===== src/rtl/seg7_scan_display_if.sv =====
// Signal bundle between the stopwatch counter (master) and the
// multiplexed 7-segment display driver (slave).
interface seg7_scan_display_if;
    logic [3:0] num0;
    logic [3:0] num1;
    logic [3:0] num2;
    logic [3:0] num3;
    logic       blank_lz;
    logic       blink_en;
    logic       sep_en;
    logic [3:0] an;
    logic [6:0] seg;
    logic       dp;

    modport master (
        output num0, num1, num2, num3, blank_lz, blink_en, sep_en,
        input  an, seg, dp
    );

    modport slave (
        input  num0, num1, num2, num3, blank_lz, blink_en, sep_en,
        output an, seg, dp
    );
endinterface


===== src/rtl/seg7_scan_display.sv =====
// Time-multiplexed driver for a 4-digit common-anode 7-segment display.
// Digits are captured once per frame so a frame never mixes two counts;
// supports leading-zero blanking, a separator dot on digit 2 and blinking.
module seg7_scan_display #(
    parameter int unsigned SCAN_DIV  = 50000,
    parameter int unsigned BLINK_DIV = 25000000,
    parameter bit          ACT_LOW   = 1'b1
) (
    input  logic                 clk,
    input  logic                 reset,
    seg7_scan_display_if.slave   disp
);

    localparam int unsigned CW = (SCAN_DIV  > 1) ? $clog2(SCAN_DIV)  : 1;
    localparam int unsigned BW = (BLINK_DIV > 1) ? $clog2(BLINK_DIV) : 1;
    localparam logic [CW-1:0] CNT_LAST   = CW'(SCAN_DIV - 1);
    localparam logic [BW-1:0] BLINK_LAST = BW'(BLINK_DIV - 1);

    logic [CW-1:0] cnt;
    logic [1:0]    idx;
    logic [3:0]    h0, h1, h2, h3;
    logic [BW-1:0] bcnt;
    logic          phase;

    logic [3:0]    cur;
    logic          cur_blank;
    logic          b1, b2, b3;
    logic [3:0]    an_hi;
    logic [6:0]    seg_hi;
    logic          dp_hi;

    function automatic logic [6:0] dec7(input logic [3:0] v);
        logic [6:0] r;
        case (v)
            4'd0:    r = 7'h3F;
            4'd1:    r = 7'h06;
            4'd2:    r = 7'h5B;
            4'd3:    r = 7'h4F;
            4'd4:    r = 7'h66;
            4'd5:    r = 7'h6D;
            4'd6:    r = 7'h7D;
            4'd7:    r = 7'h07;
            4'd8:    r = 7'h7F;
            4'd9:    r = 7'h6F;
            default: r = 7'h40;
        endcase
        return r;
    endfunction

    // Slot counter and digit index; index advances on the last cycle of a slot
    always_ff @(posedge clk or negedge reset) begin
        if (!reset) begin
            cnt <= '0;
            idx <= '0;
        end else if (cnt == CNT_LAST) begin
            cnt <= '0;
            idx <= idx + 2'd1;
        end else begin
            cnt <= cnt + 1'b1;
        end
    end

    // Latch all four digits at the end of the frame (last cycle of digit 3)
    always_ff @(posedge clk or negedge reset) begin
        if (!reset) begin
            h0 <= '0;
            h1 <= '0;
            h2 <= '0;
            h3 <= '0;
        end else if (cnt == CNT_LAST && idx == 2'd3) begin
            h0 <= disp.num0;
            h1 <= disp.num1;
            h2 <= disp.num2;
            h3 <= disp.num3;
        end
    end

    // Free-running blink phase, independent of blink_en
    always_ff @(posedge clk or negedge reset) begin
        if (!reset) begin
            bcnt  <= '0;
            phase <= 1'b0;
        end else if (bcnt == BLINK_LAST) begin
            bcnt  <= '0;
            phase <= ~phase;
        end else begin
            bcnt <= bcnt + 1'b1;
        end
    end

    // Active-high next-output computation from the current slot state
    always_comb begin
        b3 = disp.blank_lz && (h3 == 4'd0);
        b2 = b3 && (h2 == 4'd0);
        b1 = b2 && (h1 == 4'd0);
        cur       = h0;
        cur_blank = 1'b0;
        case (idx)
            2'd0: begin cur = h0; cur_blank = 1'b0; end
            2'd1: begin cur = h1; cur_blank = b1;   end
            2'd2: begin cur = h2; cur_blank = b2;   end
            default: begin cur = h3; cur_blank = b3; end
        endcase
        seg_hi = cur_blank ? 7'h00 : dec7(cur);
        an_hi  = '0;
        if (cnt != '0 && !(disp.blink_en && phase))
            an_hi = 4'(4'b0001 << idx);
        dp_hi = (idx == 2'd2) && disp.sep_en && (cnt != '0);
    end

    // Registered outputs, polarity applied here; reset forces all inactive
    always_ff @(posedge clk or negedge reset) begin
        if (!reset) begin
            disp.an  <= {4{ACT_LOW}};
            disp.seg <= {7{ACT_LOW}};
            disp.dp  <= ACT_LOW;
        end else begin
            disp.an  <= an_hi  ^ {4{ACT_LOW}};
            disp.seg <= seg_hi ^ {7{ACT_LOW}};
            disp.dp  <= dp_hi  ^ ACT_LOW;
        end
    end

endmodule

===== src/flat_wrapper.sv =====
// flat-port wrapper written by rule: the top's interface ports become plain ports
module seg7_scan_display_flat 
#(
    parameter int unsigned SCAN_DIV  = 50000,
    parameter int unsigned BLINK_DIV = 25000000,
    parameter bit          ACT_LOW   = 1'b1
)
  (clk, reset, disp_num0, disp_num1, disp_num2, disp_num3, disp_blank_lz, disp_blink_en, disp_sep_en, disp_an, disp_seg, disp_dp);
  seg7_scan_display_if disp_i ();
  input  logic clk;
  input  logic reset;
  input wire logic [$bits(disp_i.num0)-1:0] disp_num0;
  input wire logic [$bits(disp_i.num1)-1:0] disp_num1;
  input wire logic [$bits(disp_i.num2)-1:0] disp_num2;
  input wire logic [$bits(disp_i.num3)-1:0] disp_num3;
  input wire logic [$bits(disp_i.blank_lz)-1:0] disp_blank_lz;
  input wire logic [$bits(disp_i.blink_en)-1:0] disp_blink_en;
  input wire logic [$bits(disp_i.sep_en)-1:0] disp_sep_en;
  output wire logic [$bits(disp_i.an)-1:0] disp_an;
  output wire logic [$bits(disp_i.seg)-1:0] disp_seg;
  output wire logic [$bits(disp_i.dp)-1:0] disp_dp;
  assign disp_i.num0 = disp_num0;
  assign disp_i.num1 = disp_num1;
  assign disp_i.num2 = disp_num2;
  assign disp_i.num3 = disp_num3;
  assign disp_i.blank_lz = disp_blank_lz;
  assign disp_i.blink_en = disp_blink_en;
  assign disp_i.sep_en = disp_sep_en;
  assign disp_an = disp_i.an;
  assign disp_seg = disp_i.seg;
  assign disp_dp = disp_i.dp;
  seg7_scan_display #(.SCAN_DIV(SCAN_DIV), .BLINK_DIV(BLINK_DIV), .ACT_LOW(ACT_LOW)) u_core (.clk(clk), .reset(reset), .disp(disp_i));
endmodule

===== config.mk =====
export PLATFORM = sky130hd
export DESIGN_NAME = seg7_scan_display_flat
export DESIGN_NICKNAME = d
export VERILOG_FILES = /design/src/rtl/seg7_scan_display_if.sv /design/src/rtl/seg7_scan_display.sv /design/src/flat_wrapper.sv
export SDC_FILE = /design/constraint.sdc
export NUM_CORES = 1
export LEC_CHECK = 0
export CORE_MARGIN = 2
export CORE_UTILIZATION = 45
export CTS_CLUSTER_SIZE = 25
export DETAILED_ROUTE_END_ITERATION = 16
export GPL_ROUTABILITY_DRIVEN = 0
export PLACE_DENSITY = 0.66
export SETUP_SLACK_MARGIN = 0.4
export SLEW_MARGIN = 15
export SYNTH_ARGS = -nofsm -noshare
export SYNTH_HDL_FRONTEND = slang
export SYNTH_SLANG_ARGS = --single-unit

===== constraint.sdc =====
create_clock -name clk -period 2.2 [get_ports clk]
set_clock_uncertainty 0.15 [all_clocks]
set_input_delay 0.55 -clock clk [delete_from_list [all_inputs] [get_ports clk]]
set_output_delay 0.55 -clock clk [all_outputs]
set_load 0.02 [all_outputs]

==> run_results.csv <==
group,metric,value,unit
timing,setup_viol,0,
clocking,cts_sinks,72,
power,power.density,607.8,mW/mm^2
synthesis,syn_avg_cell_area,11.56,sq um
synthesis,synth_top_family_by_area,"simple AND/OR/NAND/NOR gates",
synthesis,synth_xor_area_share,7.135,%
synthesis,synthSimpleGateAreaFrac,19.09,%
route,vias_per_cell,5.351,
route,drc,0,
synthesis,synthAdderAreaFrac,4.569,%
synthesis,mappedNetlistNets,342,
floorplanning,core_area,0.007687,sq mm
grt,grt_first_pass_wirelength,12.17,mm
clocking,cts_root_buffer,"clkbuf_8",
power,power.leakage,2.167,nW
timing,fin_crit,2.145,ns
clocking,clockBufferDepth,2,
floorplanning,initial_utilization,46.31,%
synthesis,syn_inst,308,
finish,drive_above_1_share,40.66,%
clocking,cts_tree,"built",
finish,final_common_cell,"dfrtp_1",
synthesis,synth-edff-count,0,
critical_path,cp.arrival,2.26,ns
placed_design,portBuffers,32,
route,wire_per_inst,15.50,um
route,drtIter0Drc,123,
timing,drv_slew,0,
clocking,clk_pin_slew,0.07,ns
min_path,hold_path.class,"register to register",
synthesis,syn_area,0.003560,sq mm
route,ant_nets,0,
flow_run,max-cap-violations,0,
power,intPower,2.351,mW
timing,whs,0.3295,ns
critical_path,crit_required,2.31,ns
floorplanning,dieWidth,92.94,um
timing,worst_pin_slew,0.4932,ns
synthesis,synth_compound_area_share,6.749,%
power,vdd_drop_max,0.4289,mV
finish,instances_no_fill,498,
critical_path,r2r.worst_path.cells,7,
critical_path,end_kind,"register",
min_path,hold_depth,1,
grt,grt_max_degree,41,
critical_path,crit_type,"register to register",
synthesis,ys_types,47,
power,switching_power,0.5961,mW
floorplanning,design.die.area,0.008638,sq mm
finish,seq_area,0.001823,sq mm
grt,grt_pass1_vias,2625,
route,firstDrtPassIters,5,
finish,diodes,0,
synthesis,async_flop_share,100.0,%
floorplanning,ios,33,
synthesis,synthMuxAreaShare,8.436,%
placed_design,dp.cells,445,
critical_path,cp_max_fo,5,
power,power_frac_comb,6.5,%
clocking,clkLatencyLatePin,0.35,ns
synthesis,synth_seq_area_share,51.04,%
power,seqPwrFrac,46.6,%
grt,antenna_found_initial,0,
timing,period_share,97.50,%
floorplanning,fp-row-count,32,
placed_design,dp_hpwl,4.911,mm
finish,final_cell_mix,"dfrtp_1 (55), buf_4 (35), clkdlybuf4s50_1 (19), nor2_1 (18)",
finish,fillCellCount,598,
power,p_sw_share,20.22,%
finish,multi_input_area,0.001891,sq mm
timing,fmax,466.2,MHz
power,design_power_total,2.947,mW
synthesis,synthFlopType,"dfrtp_1",
clocking,numCtsBuffers,9,
synthesis,yosysWarnings,0,
power,clkPwrFrac,46.9,%
grt,gr-usage-all-layers,18.00,%
timing,grt_setup_unrepaired,"true",
finish,nets,425,
finish,post-route-util,63.09,%
floorplanning,fp.dieH,92.94,um
synthesis,ys_ff_latch,72,
grt,grt_overflow_total,0,
route,wl,7.719,mm
critical_path,cp-start-kind,"register",
timing,max_slew_margin,67.12,%
clocking,ctsHtreeMaxLevel,3,
finish,synthToLayoutAreaGrowth,36.24,%
timing,hold_violations,0,
route,num_vias,2665,
status,status,"finished clean",
==> power groups by stage <==
stage	Sequential, mW	Combinational, mW	Clock, mW
floorplan	1.41	0.0556	0
global route	1.38	0.206	1.47
global placement	1.40	0.171	0
finish	1.37	0.192	1.38
detailed placement	1.40	0.173	0
CTS	1.37	0.177	1.41
==> cell usage after synthesis (2+ instances only) <==
cell | instances | area share [%]
nand3_1 | 15 | 2.1
and2_1 | 4 | 0.70
mux2i_1 | 6 | 1.7
xor2_1 | 14 | 3.4
and4_1 | 5 | 1.2
mux2_4 | 10 | 4.2
ha_1 | 13 | 4.6
nor2_1 | 19 | 2.0
a222oi_1 | 4 | 1.1
buf_2 | 4 | 0.56
nor3_1 | 6 | 0.84
or3_1 | 3 | 0.53
dfstp_2 | 12 | 8.9
o31ai_1 | 6 | 1.3
xnor2_1 | 15 | 3.7
or4_1 | 5 | 1.1
mux2_2 | 8 | 2.5
nor4b_1 | 3 | 0.74
o21ai_0 | 8 | 1.1
nor4_1 | 6 | 1.1
nand4_1 | 8 | 1.4
nor2b_1 | 2 | 0.35
and3_1 | 5 | 0.88
dfrtp_1 | 60 | 42
a21oi_1 | 12 | 1.7
nand2_1 | 16 | 1.7
inv_1 | 17 | 1.8
a32oi_1 | 3 | 0.74
==> through the flow <==
stage            TNS [ns]  instance area, sq um  setup slack [ns]
5_1_grt        -0.0009845                  4850        -0.0009845
3_3_place_gp            0                  4119            0.1006
6_report                0                  4850           0.05494
4_1_cts                 0                  4582            0.1501
3_5_place_dp            0                  4119           0.03069
2_1_floorplan           0                  3628            0.2164
==> worst paths after layout <==
check | slack, ns | start | endpoint
worst max-delay path | 0.05 | u_core.idx[1] | u_core.disp.seg[4]
worst min register to register | 0.33 | u_core.phase | u_core.phase
worst max register to register | 0.05 | u_core.idx[1] | u_core.disp.seg[4]
min in group asynchronous | 0.41 | reset | u_core.bcnt[22]
max in group asynchronous | 0.97 | reset | u_core.disp.an[2]
worst min-delay path | 0.33 | u_core.phase | u_core.phase
==> cell families after synthesis <==
kind of cell | after synthesis
simple gates | 110
flops | 72
compound gates | 36
xor+xnor | 29
buf+inv | 24
mux | 24
fa+ha+maj | 13
==> layer usage <==
layer  wire, um  vias up  part of all wire, %  track usage (%)
met4        127        0                  1.6            5.637
met2       3763       54                   49            28.86
met3        266       15                  3.4            5.045
met5          0        -                    0                0
li1           -     1285                    -                -
met1       3561     1311                   46            23.73
==> registers in the layout, indices dropped and copies added (netlist names) <==
name             cells
u_core.h3            4
u_core.disp.seg      7
u_core.cnt          16
u_core.h1            4
u_core.idx           2
u_core.disp.dp       1
u_core.h0            4
u_core.disp.an       4
u_core.phase         1
u_core.h2            4
u_core.bcnt         25
==> critical path, stage by stage, from the launching register on <==
cell      delay, ns
dfrtp_2        0.42
inv_4          0.07
ha_4           0.17
a222oi_1       0.50
mux2i_4        0.17
ha_2           0.23
nor3b_4        0.15
o31ai_2        0.21
==> final cells by class <==
type	instances	area share, %
repair buffers	79	13.85
inverters	17	1.419
multi-input cells	212	38.98
clock inverters	6	2.683
flip-flops and latches	72	37.59
clock buffers	10	2.838
well taps	102	2.632
==> timing repair <==
action                                 CTS  global route
hold buffers                             1             0
setup endpoints to repair               59            52
endpoints found under the hold margin    3             0
cloned                                   0             2
buffers inserted                        22            12
resized for setup                       69            42
pin swaps                               13            19
Note: power is estimated with default switching activity, not from simulation.
